$ cat src/rtl/uart_tx_arbiter.sv
// uart_tx_arbiter: shares one uart_tx between NUM_REQ byte producers over valid/ready.
// Build option UART_ARB_FIXED_PRIO_EN selects lowest-index-wins instead of round-robin.
module uart_tx_arbiter #(
  parameter int  NUM_REQ       = 4,
  parameter int  DATA_W        = 8,
  parameter int  START_TIMEOUT = 15,
  localparam int GID_W         = $clog2(NUM_REQ)
) (
  input  logic                      clk,
  input  logic                      rst_n,
  input  logic [NUM_REQ-1:0]        req_valid,
  input  logic [NUM_REQ*DATA_W-1:0] req_data,
  output logic [NUM_REQ-1:0]        req_ready,
  output logic [DATA_W-1:0]         tx_data,
  output logic                      tx_start,
  input  logic                      tx_busy,
  output logic [GID_W-1:0]          grant_id,
  output logic                      active,
  output logic                      err_timeout
);

  localparam int CNT_W = (START_TIMEOUT > 2) ? $clog2(START_TIMEOUT) : 1;
  localparam logic [CNT_W-1:0] CNT_LAST = CNT_W'(START_TIMEOUT - 1);
  localparam logic [GID_W-1:0] LAST_IDX = GID_W'(NUM_REQ - 1);

  typedef enum logic [1:0] {
    IDLE  = 2'd0,
    START = 2'd1,
    BUSY  = 2'd2
  } state_t;

  state_t             state_q, state_d;
  logic [DATA_W-1:0]  tx_data_q, tx_data_d;
  logic               tx_start_q, tx_start_d;
  logic [GID_W-1:0]   grant_id_q, grant_id_d;
  logic               active_q, active_d;
  logic               err_timeout_q, err_timeout_d;
  logic [CNT_W-1:0]   cnt_q, cnt_d;

  logic [GID_W-1:0]   win_idx;
  logic               win_found;
  logic               grant_ok;

`ifndef UART_ARB_FIXED_PRIO_EN
  localparam int GX_W = GID_W + 1;
  localparam logic [GX_W-1:0] NUM_REQ_X = GX_W'(NUM_REQ);

  logic [GID_W-1:0] rr_ptr_q, rr_ptr_d;
  logic [GX_W-1:0]  cand;

  // Search starts at rr_ptr; wrap uses an explicit subtract so non-power-of-two counts work.
  always_comb begin
    win_found = 1'b0;
    win_idx   = '0;
    cand      = '0;
    for (int i = 0; i < NUM_REQ; i++) begin
      cand = {1'b0, rr_ptr_q} + GX_W'(i);
      if (cand >= NUM_REQ_X) cand = cand - NUM_REQ_X;
      if (!win_found && req_valid[cand[GID_W-1:0]]) begin
        win_found = 1'b1;
        win_idx   = cand[GID_W-1:0];
      end
    end
  end
`else
  always_comb begin
    win_found = 1'b0;
    win_idx   = '0;
    for (int i = 0; i < NUM_REQ; i++) begin
      if (!win_found && req_valid[i]) begin
        win_found = 1'b1;
        win_idx   = GID_W'(i);
      end
    end
  end
`endif

  // Ready is gated by rst_n so nothing is offered while the block is held in reset.
  assign grant_ok = rst_n && (state_q == IDLE) && !tx_busy && win_found;

  always_comb begin
    req_ready = '0;
    if (grant_ok) req_ready[win_idx] = 1'b1;
  end

  always_comb begin
    state_d       = state_q;
    tx_data_d     = tx_data_q;
    tx_start_d    = tx_start_q;
    grant_id_d    = grant_id_q;
    active_d      = active_q;
    err_timeout_d = 1'b0;
    cnt_d         = cnt_q;
`ifndef UART_ARB_FIXED_PRIO_EN
    rr_ptr_d      = rr_ptr_q;
`endif
    case (state_q)
      IDLE: begin
        if (grant_ok) begin
          tx_data_d  = req_data[win_idx*DATA_W +: DATA_W];
          grant_id_d = win_idx;
          tx_start_d = 1'b1;
          active_d   = 1'b1;
          cnt_d      = '0;
          state_d    = START;
`ifndef UART_ARB_FIXED_PRIO_EN
          rr_ptr_d   = (win_idx == LAST_IDX) ? '0 : win_idx + 1'b1;
`endif
        end
      end
      START: begin
        if (tx_busy) begin
          tx_start_d = 1'b0;
          cnt_d      = '0;
          state_d    = BUSY;
        end else if (cnt_q == CNT_LAST) begin
          // Transmitter never acknowledged: drop the byte and flag it.
          tx_start_d    = 1'b0;
          active_d      = 1'b0;
          err_timeout_d = 1'b1;
          cnt_d         = '0;
          state_d       = IDLE;
        end else begin
          cnt_d = cnt_q + 1'b1;
        end
      end
      BUSY: begin
        if (!tx_busy) begin
          active_d = 1'b0;
          state_d  = IDLE;
        end
      end
      default: state_d = IDLE;
    endcase
  end

  always_ff @(posedge clk or negedge rst_n) begin
    if (!rst_n) begin
      state_q       <= IDLE;
      tx_data_q     <= '0;
      tx_start_q    <= 1'b0;
      grant_id_q    <= '0;
      active_q      <= 1'b0;
      err_timeout_q <= 1'b0;
      cnt_q         <= '0;
    end else begin
      state_q       <= state_d;
      tx_data_q     <= tx_data_d;
      tx_start_q    <= tx_start_d;
      grant_id_q    <= grant_id_d;
      active_q      <= active_d;
      err_timeout_q <= err_timeout_d;
      cnt_q         <= cnt_d;
    end
  end

`ifndef UART_ARB_FIXED_PRIO_EN
  always_ff @(posedge clk or negedge rst_n) begin
    if (!rst_n) rr_ptr_q <= '0;
    else        rr_ptr_q <= rr_ptr_d;
  end
`endif

  assign tx_data     = tx_data_q;
  assign tx_start    = tx_start_q;
  assign grant_id    = grant_id_q;
  assign active      = active_q;
  assign err_timeout = err_timeout_q;

endmodule

$ cat config.mk
export PLATFORM = sky130hd
export DESIGN_NAME = uart_tx_arbiter
export DESIGN_NICKNAME = d
export VERILOG_FILES = /design/src/rtl/uart_tx_arbiter.sv
export SDC_FILE = /design/constraint.sdc
export NUM_CORES = 1
export LEC_CHECK = 0
export BUFFER_PORTS_ARGS = -buffer_cell sky130_fd_sc_hd__buf_2
export CORE_MARGIN = 1.5
export CORE_UTILIZATION = 36
export CTS_BUF_LIST = sky130_fd_sc_hd__clkbuf_4 sky130_fd_sc_hd__clkbuf_8
export CTS_CLUSTER_SIZE = 25
export DETAILED_ROUTE_END_ITERATION = 10
export GPL_ROUTABILITY_DRIVEN = 0
export GPL_TIMING_DRIVEN = 0
export PLACE_DENSITY_LB_ADDON = 0.05
export SETUP_SLACK_MARGIN = 0.05
export SYNTH_ARGS = -nofsm -noshare
export SYNTH_HDL_FRONTEND = slang
export SYNTH_SLANG_ARGS = --single-unit
$ cat constraint.sdc
create_clock -name clk -period 2.6 [get_ports clk]
set_input_delay 0 -clock clk [delete_from_list [all_inputs] [get_ports clk]]
set_output_delay 0 -clock clk [all_outputs]
set_load 0.02 [all_outputs]
==> run summary <==
CRITICAL PATH
------------------------------------------------------------------------------------------
Required arrival time at the worst endpoint                                        2.60 ns
Setup Crit Path Kind                                                            reg -> out
Crit-path cells                                                               or3b_2 > o221ai_1 > buf_6 > buf_6 > inv_1 > ha_1 > and2_1 > buf_2
Worst reg2reg setup slack                                                          0.37 ns
Reg2reg end                                                                   tx_data[2]$_DFFE_PN0P_
Worst Path Buf+Inv                                                                       4
Reg2reg path depth                                                                       6
FF-to-FF Start                                                                state_q[1]$_DFFE_PN0P_
Critical path data arrival time                                                    2.27 ns
Crit-path leading delay family                                                simple AND/OR/NAND/NOR gates
Worst-path maximum fanout                                                               11
Worst path slowest cell                                                             or3b_2
Peak per-stage delay on the critical path                                          0.49 ns
Type of element capturing the critical path                                    output port
Cell occurring most often along the worst timing path                                buf_6
Sort of element at the start of the critical path                                flip-flop

FINISH
------------------------------------------------------------------------------------------
Number of inserted diodes                                                                0
Total of fill cells in the finished design                                             357
Layout-stage area growth over the synthesis result                                  28.72%
Number of nets in the finished design                                                  246
Share of the core filled with cells in the final layout                             47.95%
Ratio of cells with drive above 1 in the final layout                               33.67%

DETAILED ROUTING
------------------------------------------------------------------------------------------
Routed via count divided by cell count                                               5.111
Routed length per placed instance                                                 13.46 um
Number of antenna-violating nets in the routed design                                    0
Vias                                                                                  1247
Total iterations of the first detailed-routing run                                       4
# DRC                                                                                    0
Initial detailed-routing violation count                                                29
Wire length reported by the detailed router                                       3.284 mm

GLOBAL ROUTING
------------------------------------------------------------------------------------------
Via count of the first global-routing pass                                            1300
Layer carrying the most global-route usage                                            met2
Initial antenna violation count                                                          0
Largest net degree at the start of global routing                                       23
Remaining global-route overflow                                                          0
Global-route wire length before repair                                            5.526 mm
Global Route met1 Usage                                                             20.20%
Met2 track demand over resource                                                     30.34%
Global routing met3 resource utilization                                            2.951%
Global-route usage over all layers                                                  16.62%

CLOCK NETWORK
------------------------------------------------------------------------------------------
Number of sinks handled by clock tree synthesis                                         21
Skew-Pair Late Insertion Delay                                                     0.26 ns
Number of instances resized during post-cts repair                                       0
Count of hold-fix buffers inserted at cts                                                1
CTS tree                                                                             built
Htree depth                                                                              1
Setup repair bufs after CTS                                                              0
Maximum buffer depth of the clock tree                                                   2
Clock edge transition at the registers on the reported setup and hold paths        0.08 ns
Root buf cell                                                                     clkbuf_8
TritonCTS Buffers                                                                        3

SYNTHESIS
------------------------------------------------------------------------------------------
Part of the Yosys area used for sequential elements                                 38.53%
Biggest area consumer among synthesized cells                                      dfrtp_1
Count of synthesis-stage warnings from yosys                                             0
Post-synthesis instance area                                                     1364 um^2
Syn nets                                                                               185
Post-synth top cells                                                          dfrtp_1 (21), mux2i_1 (18), nand2_1 (17)
Most instantiated library cell after synthesis                                     dfrtp_1
Netlist cell types                                                                      33
Post-synthesis average cell area                                                10.03 um^2
Post-synth top flop                                                                dfrtp_1
Number of enable-type register cells in the synthesized netlist                          0
Area contributors post-synth                                                  dfrtp_1 (39%), mux2i_1 (13%), ha_1 (9.2%), o221ai_1 (5.8%), nand2_1 (4.7%)
Total of flip-flops plus latches after synthesis                                        21
Number of instances in the synthesized netlist                                         136
Share of synthesized registers carrying an async set or reset                       100.0%
Post-synth top area share                                                           38.53%

STA
------------------------------------------------------------------------------------------
TNS Setup                                                                             0 ns
Final worst-path cycle share                                                        87.23%
Number of failing setup endpoints in the final timing report                             0
Headroom to the max-slew limit                                                      52.75%
Skew final                                                                     0.001554 ns
Fin. Hold Viols                                                                          0
Time the final worst path needs with I/O delays and setup                         2.268 ns
Unrepaired setup endpoints after global routing                                         no
Number of slew-limit violations in the final report                                      0
Transition time of the tightest slew-check pin                                   0.7065 ns
Peak clock frequency supported by timing                                         440.9 MHz

PWR
------------------------------------------------------------------------------------------
Worst IR drop on VDD                                                             0.4558 mV
Leakage power                                                                 0.0009476 uW
Ratio of total power to cell area                                             938.2 nW/um^2

FLOORPLAN
------------------------------------------------------------------------------------------
Width of the die                                                                  64.55 um
Initial core utilization                                                            37.25%
Area of the die                                                                  4167 um^2
I/O Pins                                                                                56
Vertical extent of the die                                                        64.55 um
Core Footprint                                                                   3661 um^2
Number of placement rows                                                                22

PLACED DESIGN
------------------------------------------------------------------------------------------
Detail Placement HPWL                                                             2.508 mm
Port buffer count                                                                       55

OUTCOME
------------------------------------------------------------------------------------------
Result of the run                                                             finished, final reports clean

WORST HOLD PATH
------------------------------------------------------------------------------------------
Min-delay worst type                                                             in -> reg
Count of cells along the worst hold path                                                 3
Min-Delay Startpoint                                                          req_data[22]
Hold endpoint                                                                 tx_data[6]$_DFFE_PN0P_

JOB
------------------------------------------------------------------------------------------
# Max-Cap Violations                                                                     0

[layout by cell type (no fill, tap or decap), types with 3 or more instances in the layout]
| master | n |
|---|---|
| a21oi_1 | 3 |
| and2_1 | 4 |
| buf_2 | 56 |
| buf_6 | 3 |
| clkbuf_8 | 3 |
| dfrtp_1 | 21 |
| ha_1 | 10 |
| inv_1 | 10 |
| mux2i_1 | 18 |
| nand2_1 | 17 |
| nand2b_1 | 6 |
| nor2_1 | 4 |
| o21ai_0 | 3 |
| o221ai_1 | 9 |
[metal layers]
metal | up-vias | share of wire (%)
met1 | 612 | 45
met4 | 0 | 0.55
met5 | - | 0
met3 | 2 | 3.8
met2 | 29 | 51
li1 | 604 | -
[area by class of cell]
| cell class | instances | area, um^2 | area share (%) |
|---|---|---|---|
| Buffer | 5 | 42.54 | 2.423 |
| Sequential cell | 21 | 525.5 | 29.94 |
| Clock buffer | 3 | 41.29 | 2.352 |
| Tap cell | 48 | 60.06 | 3.421 |
| Inverter | 10 | 37.54 | 2.138 |
| Timing Repair Buffer | 56 | 285.3 | 16.25 |
| Multi-Input combinational cell | 100 | 758.2 | 43.19 |
| Clock inverter | 1 | 5.005 | 0.2851 |
[registers in the layout, summed over array words and instances (netlist names)]
name         flops
err_timeout      1
tx_data          8
grant_id         2
rr_ptr_q         2
tx_start         1
cnt_q            4
state_q          2
active           1
[worst register-to-register path: stages, from the launching register on]
cell and delay (ns):
dfrtp_1 0.40, inv_1 0.10, ha_1 0.26, nand2_1 0.11, nor3_1 0.53, o21ai_1 0.43
o221ai_1 0.30
[kinds of logic after synthesis]
kind of cell	Yosys count	share of synthesized area (%)
simple gates	42	15.50
compound gates	27	15.23
mux	21	15.69
flops	21	38.53
buf+inv	15	5.871
fa+ha+maj	10	9.174
[power by group]
part	internal [uW]	switching [uW]	total, uW
Clock	107	118	225
Sequential	454	83.3	538
Combinational	378	507	884
Total	939	708	1650
[worst max path at each step]
| stage | slack [ns] | from | depth (start not counted) | endpoint |
|---|---|---|---|---|
| 5_1_grt | 0.12 | rst_n | 6 | tx_data[0]$_DFFE_PN0P_ |
| 3_5_place_dp | 0.34 | state_q[0]$_DFFE_PN0P_ | 6 | tx_data[5]$_DFFE_PN0P_ |
| 2_1_floorplan | 0.65 | state_q[0]$_DFFE_PN0P_ | 7 | state_q[0]$_DFFE_PN0P_ |
| 4_1_cts | 0.32 | rst_n | 6 | tx_data[2]$_DFFE_PN0P_ |
| 6_report | 0.33 | rr_ptr_q[1]$_DFFE_PN0P_ | 8 | req_ready[1] |
| 3_3_place_gp | 0.44 | state_q[0]$_DFFE_PN0P_ | 6 | tx_data[0]$_DFFE_PN0P_ |
[per-stage QoR]
step	cells	area [um^2]	total power [uW]	worst slack (ns)	hold slack [ns]
floorplan	136	1364	1175	0.6455	-0.2956
global placement	239	1699	1409	0.4354	0.003621
detailed placement	239	1699	1435	0.3447	0.01622
CTS	244	1755	1670	0.3160	0.04149
global route	244	1755	1791	0.1242	0.05318
finish	244	1755	1647	0.3321	0.03970
(Power assumes the default switching activity.)
